[config.mk]
export PLATFORM = sky130hd
export DESIGN_NAME = stepper_multiaxis
export DESIGN_NICKNAME = d
export VERILOG_FILES = /design/src/rtl/stepper_pkg.sv /design/src/rtl/stepper_channel.sv /design/src/rtl/stepper_multiaxis.sv
export SDC_FILE = /design/constraint.sdc
export NUM_CORES = 1
export LEC_CHECK = 0
export CAP_MARGIN = 20
export CORE_MARGIN = 4
export CORE_UTILIZATION = 57
export DETAILED_ROUTE_END_ITERATION = 6
export GPL_TIMING_DRIVEN = 1
export PLACE_DENSITY = 0.83
export SLEW_MARGIN = 25
export SYNTH_ARGS = -nofsm -noshare
export SYNTH_HDL_FRONTEND = slang
export SYNTH_SLANG_ARGS = --single-unit
[constraint.sdc]
create_clock -name clk -period 6.1 [get_ports clk]
set_input_delay 0.61 -clock clk [delete_from_list [all_inputs] [get_ports clk]]
set_output_delay 0.61 -clock clk [all_outputs]
set_load 0.01 [all_outputs]
[src/rtl/stepper_pkg.sv]
// Shared types and helpers for the multi-axis step/dir generator.
package stepper_pkg;

  // Widest step count the helpers handle; callers sign-extend into and slice out of this.
  localparam int unsigned MaxCntW = 64;

  typedef enum logic [1:0] {
    StIdle,
    StSetup,
    StHigh,
    StLow
  } ch_state_e;

  // Magnitude of a two's complement value; the most negative value maps to 2^(w-1).
  function automatic logic [MaxCntW-1:0] abs_val(input logic [MaxCntW-1:0] v);
    return v[MaxCntW-1] ? (~v + 64'd1) : v;
  endfunction

  // Re-applies a direction to a magnitude (neg = 1 gives -mag).
  function automatic logic [MaxCntW-1:0] apply_sign(input logic [MaxCntW-1:0] mag,
                                                    input logic               neg);
    return neg ? (~mag + 64'd1) : mag;
  endfunction

endpackage

[src/rtl/stepper_channel.sv]
// One step/dir channel: direction setup delay, step pulse timing, remaining-step tracking and
// direction-aware endstop / global abort.
module stepper_channel
  import stepper_pkg::*;
#(
  parameter int unsigned CNT_W     = 32,
  parameter int unsigned PER_W     = 32,
  parameter int unsigned DIR_SETUP = 8
) (
  input  logic             clk,
  input  logic             rst_n,
  input  logic             load_i,
  input  logic [CNT_W-1:0] steps_i,
  input  logic [PER_W-1:0] period_i,
  input  logic             abort_all_i,
  input  logic             endstop_min_i,
  input  logic             endstop_max_i,
  output logic             step_o,
  output logic             dir_o,
  output logic             running_o,
  output logic             aborted_o,
  output logic [CNT_W-1:0] steps_left_o
);

  localparam logic [PER_W-1:0] SetupLd = PER_W'((DIR_SETUP > 0) ? DIR_SETUP - 1 : 0);

  ch_state_e          state_q;
  logic [PER_W-1:0]   per_q;
  logic [PER_W-1:0]   cnt_q;
  logic [CNT_W-1:0]   mag_q;
  logic               dir_q;
  logic               step_q;
  logic               aborted_q;

  logic               nonzero;
  logic               stop;
  logic [PER_W-1:0]   per_ld;
  logic [MaxCntW-1:0] mag_ext;
  logic [MaxCntW-1:0] left_ext;

  assign nonzero  = |steps_i;
  assign per_ld   = (period_i == '0) ? PER_W'(1) : period_i;
  assign mag_ext  = abs_val(MaxCntW'($signed(steps_i)));
  // Only the endstop ahead of the direction of travel can stop the channel.
  assign stop     = (state_q != StIdle) &&
                    (abort_all_i || (dir_q ? endstop_min_i : endstop_max_i));
  assign left_ext = apply_sign(MaxCntW'(mag_q), dir_q);

  assign step_o       = step_q;
  assign dir_o        = dir_q;
  assign running_o    = (state_q != StIdle);
  assign aborted_o    = aborted_q;
  assign steps_left_o = left_ext[CNT_W-1:0];

  // Channel FSM with registered step output and down-counters for setup and half-periods.
  always_ff @(posedge clk or negedge rst_n) begin
    if (!rst_n) begin
      state_q   <= StIdle;
      per_q     <= PER_W'(1);
      cnt_q     <= '0;
      mag_q     <= '0;
      dir_q     <= 1'b0;
      step_q    <= 1'b0;
      aborted_q <= 1'b0;
    end else if (state_q == StIdle) begin
      if (load_i) begin
        dir_q     <= steps_i[CNT_W-1];
        mag_q     <= mag_ext[CNT_W-1:0];
        per_q     <= per_ld;
        aborted_q <= 1'b0;
        if (nonzero) begin
          if (DIR_SETUP == 0) begin
            state_q <= StHigh;
            step_q  <= 1'b1;
            cnt_q   <= per_ld - PER_W'(1);
          end else begin
            state_q <= StSetup;
            cnt_q   <= SetupLd;
          end
        end
      end
    end else if (stop) begin
      state_q   <= StIdle;
      step_q    <= 1'b0;
      aborted_q <= 1'b1;
      // A pulse already on the wire counts as a taken step.
      if (state_q == StHigh) mag_q <= mag_q - CNT_W'(1);
    end else begin
      case (state_q)
        StSetup: begin
          if (cnt_q == '0) begin
            state_q <= StHigh;
            step_q  <= 1'b1;
            cnt_q   <= per_q - PER_W'(1);
          end else begin
            cnt_q <= cnt_q - PER_W'(1);
          end
        end
        StHigh: begin
          if (cnt_q == '0) begin
            state_q <= StLow;
            step_q  <= 1'b0;
            cnt_q   <= per_q - PER_W'(1);
            mag_q   <= mag_q - CNT_W'(1);
          end else begin
            cnt_q <= cnt_q - PER_W'(1);
          end
        end
        StLow: begin
          if (cnt_q == '0) begin
            if (mag_q != '0) begin
              state_q <= StHigh;
              step_q  <= 1'b1;
              cnt_q   <= per_q - PER_W'(1);
            end else begin
              state_q <= StIdle;
            end
          end else begin
            cnt_q <= cnt_q - PER_W'(1);
          end
        end
        default: state_q <= StIdle;
      endcase
    end
  end

endmodule

[src/rtl/stepper_multiaxis.sv]
// N-channel step/dir pulse generator: command accept, per-axis channels, busy/done reporting.
module stepper_multiaxis
  import stepper_pkg::*;
#(
  parameter int unsigned NUM_CH    = 4,
  parameter int unsigned CNT_W     = 32,
  parameter int unsigned PER_W     = 32,
  parameter int unsigned DIR_SETUP = 8
) (
  input  logic                    clk,
  input  logic                    rst_n,
  input  logic                    start,
  input  logic [NUM_CH*CNT_W-1:0] steps_in,
  input  logic [NUM_CH*PER_W-1:0] period_in,
  input  logic                    enable,
  input  logic                    abort_all,
  input  logic [NUM_CH-1:0]       endstop_min,
  input  logic [NUM_CH-1:0]       endstop_max,
  output logic [NUM_CH-1:0]       step_out,
  output logic [NUM_CH-1:0]       dir_out,
  output logic                    en_n_out,
  output logic                    busy,
  output logic                    done,
  output logic [NUM_CH-1:0]       aborted,
  output logic [NUM_CH*CNT_W-1:0] steps_left
);

  logic [NUM_CH-1:0] running;
  logic              accept;
  logic              was_busy_q;
  logic              done_q;

  // A command with every count zero would start nothing, so it is dropped entirely.
  assign accept   = start && !busy && (|steps_in);
  assign busy     = |running;
  assign done     = done_q;
  assign en_n_out = ~enable;

  for (genvar g = 0; g < NUM_CH; g++) begin : g_ch
    stepper_channel #(
      .CNT_W    (CNT_W),
      .PER_W    (PER_W),
      .DIR_SETUP(DIR_SETUP)
    ) u_ch (
      .clk          (clk),
      .rst_n        (rst_n),
      .load_i       (accept),
      .steps_i      (steps_in[g*CNT_W +: CNT_W]),
      .period_i     (period_in[g*PER_W +: PER_W]),
      .abort_all_i  (abort_all),
      .endstop_min_i(endstop_min[g]),
      .endstop_max_i(endstop_max[g]),
      .step_o       (step_out[g]),
      .dir_o        (dir_out[g]),
      .running_o    (running[g]),
      .aborted_o    (aborted[g]),
      .steps_left_o (steps_left[g*CNT_W +: CNT_W])
    );
  end

  // done pulses in the cycle after the last channel has returned to idle.
  always_ff @(posedge clk or negedge rst_n) begin
    if (!rst_n) begin
      was_busy_q <= 1'b0;
      done_q     <= 1'b0;
    end else begin
      was_busy_q <= busy;
      done_q     <= was_busy_q && !busy;
    end
  end

endmodule

# Word level (Yosys, flattened, before mapping)
# Index checks and enable logic that the tools add are counted.
# op_classes
n_addsub,20
n_mul,0
div_mod_pow,0
order_cmp,0
eq_ne,56
n_shift,0
mux,141
bitwise,13
n_reduce_logical,86
# ops
operator,count
$mux 32,64
$sub 32x1->32 const B,12
$add 32x1->32 const B,8
$logic_not 32->1,8
$not 32->32,8
$pmux 32 s2,4
$reduce_bool 32->1,4
$reduce_or 128->1,1
$reduce_or 32->1,4
$mux 2,32
$reduce_and 5->1,8
$ne 3x1->1 const B,12
$mux 1,33
$ne 4x1->1 const B,8
$pmux 2 s3,4
$reduce_and 6->1,4
$reduce_bool 2->1,12
$reduce_bool 3->1,8
$eq 2x2->1 const B,8
$ne 2x2->1 const B,8
$ne 4x2->1 const B,4
$ne 4x3->1 const B,4
$reduce_and 2->1,8
$reduce_bool 4->1,4
other kinds (12),46
# word_totals
reg_bits,406
latch_bits,0
mem_bits_rw,0
mem_bits_ro,0
in_bits,269
output_inout_bits,143
elab_cells,346
mem_count,0

# Longest topological paths before layout
# logic_depth
ltp_word,7
mapped_depth,19
depth_no_buf,13

# Hierarchy
# From an unflattened synthesis, not the netlist that was laid out.
# hier_totals
cells_unflattened,3796
hier_area_um2,30236.5
# by_module_without_submodules
module,n_inst,cells_per_inst,area_per_inst_um2,seq_area_each_um2
stepper_channel at g_ch[1].u_ch ...,2,917,7488.4,2528.7
stepper_channel at g_ch[0].u_ch,1,1000,7498.4,2528.7
stepper_channel at g_ch[3].u_ch,1,912,7413.4,2528.7
stepper_multiaxis,1,50,347.8,50.0

# Worst setup path after synthesis
# No wires, ideal clock.
# synth_path
path_type,reg2reg
start,register g_ch[1].u_ch.cnt_q[22]
end,register g_ch[1].u_ch.cnt_q[24]
setup_ps,124
arrival_ps,4351
required_ps,5976
slack_ps,1625
stages_incl_launch_ff,18
path_buffers,5
synth_period_minus_slack_ps,4475
cell_sequence,dfrtp_1 nor2_1 and4_1 clkbuf_1 and4_1 buf_2 clkbuf_1 clkbuf_1 buf_1 a21oi_1 ha_1 or4b_1 or2_2 or4_1 a211oi_4 a21boi_2 a211oi_1 a211o_1
# synth_between
elab_chain_cells,5
elab_cells_between_ends,9
cone_classes,add/sub: 1; eq/ne: 1; mux: 5; reduce/logical: 2
# synth_rtl
element,line,text
"start, declared",stepper_channel.sv:29,logic [PER_W-1:0] cnt_q;
"start signal, assigned",stepper_channel.sv:75,cnt_q <= per_ld - PER_W'(1);
"start signal, assigned",stepper_channel.sv:78,cnt_q <= SetupLd;
"start signal, assigned",stepper_channel.sv:94,cnt_q <= per_q - PER_W'(1);
$sub 32x1->32 / $logic_not 32->1 (equally long branches),-,
"$mux 32, on equally long branches","stepper_channel.sv:110, stepper_channel.sv:91, stepper_channel.sv:100",
$pmux 32 s2,stepper_channel.sv:89,case (state_q)
$mux 32,stepper_channel.sv:82,end else if (stop) begin
$mux 32,stepper_channel.sv:65,end else if (state_q == StIdle) begin
# Parallel ways exist; a longest one is shown, timed or not. The select of a mux whose other input is x is not followed.
# A chain may end at the register's enable or synchronous reset.

# Worst setup path after layout
# layout_path
start,register g_ch[3].u_ch.mag_q[15]
end,output steps_left[125]
# layout_between
elab_chain_cells,3
# layout_rtl
element,line,text
"start, declared",stepper_channel.sv:30,logic [CNT_W-1:0] mag_q;
"start signal, assigned",stepper_channel.sv:68,mag_q <= mag_ext[CNT_W-1:0];
"start signal, assigned",stepper_channel.sv:87,if (state_q == StHigh) mag_q <= mag_q - CNT_W'(1);
"start signal, assigned",stepper_channel.sv:104,mag_q <= mag_q - CNT_W'(1);
$not 32->32,stepper_pkg.sv:22,return neg ? (~mag + 64'd1) : mag;
$add 32x1->32,stepper_pkg.sv:22,
$mux 32,stepper_pkg.sv:22,
"end, declared",stepper_multiaxis.sv:25,output logic [NUM_CH*CNT_W-1:0] steps_left
# No other way between the ends.

==> impl_results.md <==
- Gr usage total: 31.50%
- CTS Sinks: ~410
- Relative slew slack: between 30% and 40%
- CP Data Required Time: 5490 ps
- Max VDD drop: 0.0002709 V
- CTS tree: built
- Post-layout util: 69.48%
- Worst setup path startpoint: g_ch[3].u_ch.mag_q[15]$_DFFE_PN0P_
- Pin count of the biggest net entering global routing: 151
- Crit path buf inv count: 1
- Final hold violations: 0
- DR DRC count: 0
- RSZ-0062 raised after global routing: no
- Vias in the first global route: 27,380
- Syn_area_per_cell: 8.127 um^2
- Synth top area cells: dfrtp_1, xnor2_1, nand2_1, a21oi_1, mux2_2
- Post-CTS Repair Setup Buffers: 0
- CP Launch Type: flip-flop
- HPWL after DPL: 65,160 um
- Final Setup Violations: 0
- Setup Skew: 18.45 ps
- DR WL met2: 42,380 um
- Detail Route Antenna Nets: 0
- PwrDens: between 400 and 500 nW/um^2
- Layout cells sized above 1: 8.487%
- Sequential area share after synthesis: 34.45%
- Vias/cell: 6.434
- DR top layer: met5
- Reg2reg start: g_ch[0].u_ch.cnt_q[19]$_DFFE_PN0P_
- Initial detailed-routing violation count: 3,166
- Reg area: 10,160 um^2
- Avg WL per Cell: 19.79 um
- Synth Cell Area: 29,510 um^2
- Final worst path period share: 78.44%
- CP cell instances: or4_1 -> nor4_1 -> nand3b_1 -> or4_1 -> or3_1 -> nand2_1 -> xnor2_1 -> clkdlybuf4s50_1
- Die extent in y: 235.5 um
- CTS Root Buffer Type: clkbuf_16
- # port buffers: ~400
- Io pins: 412
- Multi-input gate area: 18,120 um^2
- Yosys top cell area share: between 30% and 40%
- CTS Hold Buffers Added: 0
- WL met1: 38,160 um
- H-tree depth: 2
- Initial core utilization: 57.52%
- Maxcap violations: 0
- LEAKAGE: 13.53 nW
- FF+latch count, synth: 406
- Top cells by count, synth: nand2_1, dfrtp_1, a21oi_1, o21ai_0, nor2_1
- Status: finished, final reports clean
- Post-route minimum period: 4785 ps
- Nets: approximately 4,200
- Area growth, synth to finish: 20.80%
- Die area: 55,470 um^2
- Synth warnings: 0
- Worst path slowest cell: or4_1
- Yosys top cell by area: dfrtp_1
- CTS buffer count: 46
- Slew @ Worst Pin: a little over 1000 ps
- DRT Pass-1 Iters: 6
- Slowest stage delay, CP: 610 ps
- Placed insts: 4,541
- Most frequent CP cell: or4_1
- Yosys cell types: slightly above 90
- Post-synth EDFFs: 0
- Vias: ~30,000
- Main synth FF type: dfrtp_1
- First-pass GRT wire length: 147,300 um
- Fmax: 209.0 MHz
- Crit path DAT: 4180 ps
- Max clock buf depth: 3
- Asr flop ratio synth: 100.0%
- Row count: 83
- Core box area: 51,300 um^2
- Clk pin slew, worst setup/hold paths: 60 ps
- Synth Instances: approximately 3,600
- DR WL met3: 8200 um
- Worst setup EP type: primary output
- Initial antenna violation count: 19
- Fin Setup TNS: 0 ps
- Most frequent cell after synthesis: nand2_1
- Critical path class: flip-flop to primary output
- Die X: ~240 um
- Min-Delay Path Class: primary input to asynchronous set/reset pin
- Mapped Nets: about 3,900
- Final Wtd Congestion: 0.9857
- Overall routed net length: 91,850 um
- # fillers: ~4,200
- Non-Filler Instances: 4,640
- CP delay by family, top: simple AND/OR/NAND/NOR gates
- Cts repair resizes: 0
- GRT Residual Overflow: 0
- Critical Path Fanout Max: 4
- Clock Latency Late Sink: 580 ps
- Fin. max-slew vios: 0
==> per-stage QoR <==
stage               total power [mW]  worst slack, ps  hold slack, ps  area [um^2]
global placement               12.38             1260           472.1        33870
global route                   16.64             1078           175.0        35630
finish                         15.75             1315           110.0        35650
detailed placement             12.57             1160           444.3        33940
floorplan                      9.163             1625           314.4        29510
CTS                            15.71             1334           133.9        35610
==> registers in the layout (all words and copies together), names as in the netlist <==
name and count:
g_ch.u_ch.cnt_q 128, g_ch.u_ch.mag_q 128, g_ch.u_ch.per_q 128, g_ch.u_ch.state_q 8
g_ch.u_ch.aborted_o 4, g_ch.u_ch.dir_o 4, g_ch.u_ch.step_o 4, done 1
was_busy_q 1
==> report_power, final <==
part | total, mW | switching, mW | internal [mW] | leakage (nW)
registers | 5.08 | 1.44 | 3.64 | 5.01
clock network | 3.06 | 1.19 | 1.87 | 0.811
logic | 7.61 | 3.89 | 3.72 | 7.71
==> area by class of cell <==
type / count / share of cell area [%]
antenna: 13 / 0.09126
clock buffer: 62 / 3.717
clock inverter: 24 / 0.9688
inverter: 67 / 0.7055
multi-input combinational: 2927 / 50.84
sequential: 406 / 28.52
tap: 680 / 2.387
timing repair buffer: 461 / 12.78
==> worst reg2reg max path, delay by kind of cell, from the launching register on <==
kind	cells	cell delay, ps
and+or+nand+nor	7	2510
AOI/OAI and AO/OA	4	880
DFF	1	400
muxes	1	320
adders and majority gates	1	260
==> placed cells by master (no fill, tap or decap), types with 14 or more instances in the layout <==
master	n
or2_2	30
inv_1	67
and2_1	38
o22ai_1	106
or3_1	95
nor3_1	136
clkbuf_16	49
clkdlybuf4s50_1	410
nand4_1	52
nand2b_1	44
xor2_1	29
xnor2_1	232
o21ai_0	274
a211oi_1	29
or4_1	66
buf_4	45
a21oi_1	317
mux2_2	130
nand3b_1	18
a31oi_1	34
nor4_1	108
a2bb2oi_1	23
and3_1	23
o41ai_1	18
nor2_1	252
mux2i_1	39
o211ai_1	15
o31ai_1	44
a22oi_1	14
dfrtp_1	402
nand2_1	439
nand3_1	82
==> final timing paths <==
path	to	slack [ps]	depth (start not counted)
max in group asynchronous	g_ch[2].u_ch.per_q[18]$_DFFE_PN0P_	4560	2
min in group clk	done$_DFF_PN0_	470	1
setup reg to reg	g_ch[0].u_ch.cnt_q[30]$_DFFE_PN0P_	1600	13
hold / removal	g_ch[0].u_ch.mag_q[3]$_DFFE_PN0P_	110	1
setup / recovery	steps_left[125]	1310	8
hold reg to reg	done$_DFF_PN0_	470	1
==> per-layer routing <==
metal  global-route usage (%)  vias to the layer above
li1                         -                    13980
met1                    43.73                    14280
met2                    49.92                     1362
met3                    6.549                      214
met4                    9.699                       16
met5                        0                        -
==> kinds of logic (layout without fill, tap and decap cells) <==
family,after synthesis,count (layout),synth area share (%)
other,0,13,0
adders and majority gates,12,12,0.5088
xor gates and xnor gates,261,261,7.747
AOI/OAI and AO/OA,1020,1020,21.23
muxes,169,169,6.284
and+or+nand+nor,1465,1465,25.44
buffers and inverters,298,614,4.342
DFF,406,406,34.45
No activity file was read; power rests on OpenSTA's default activity.
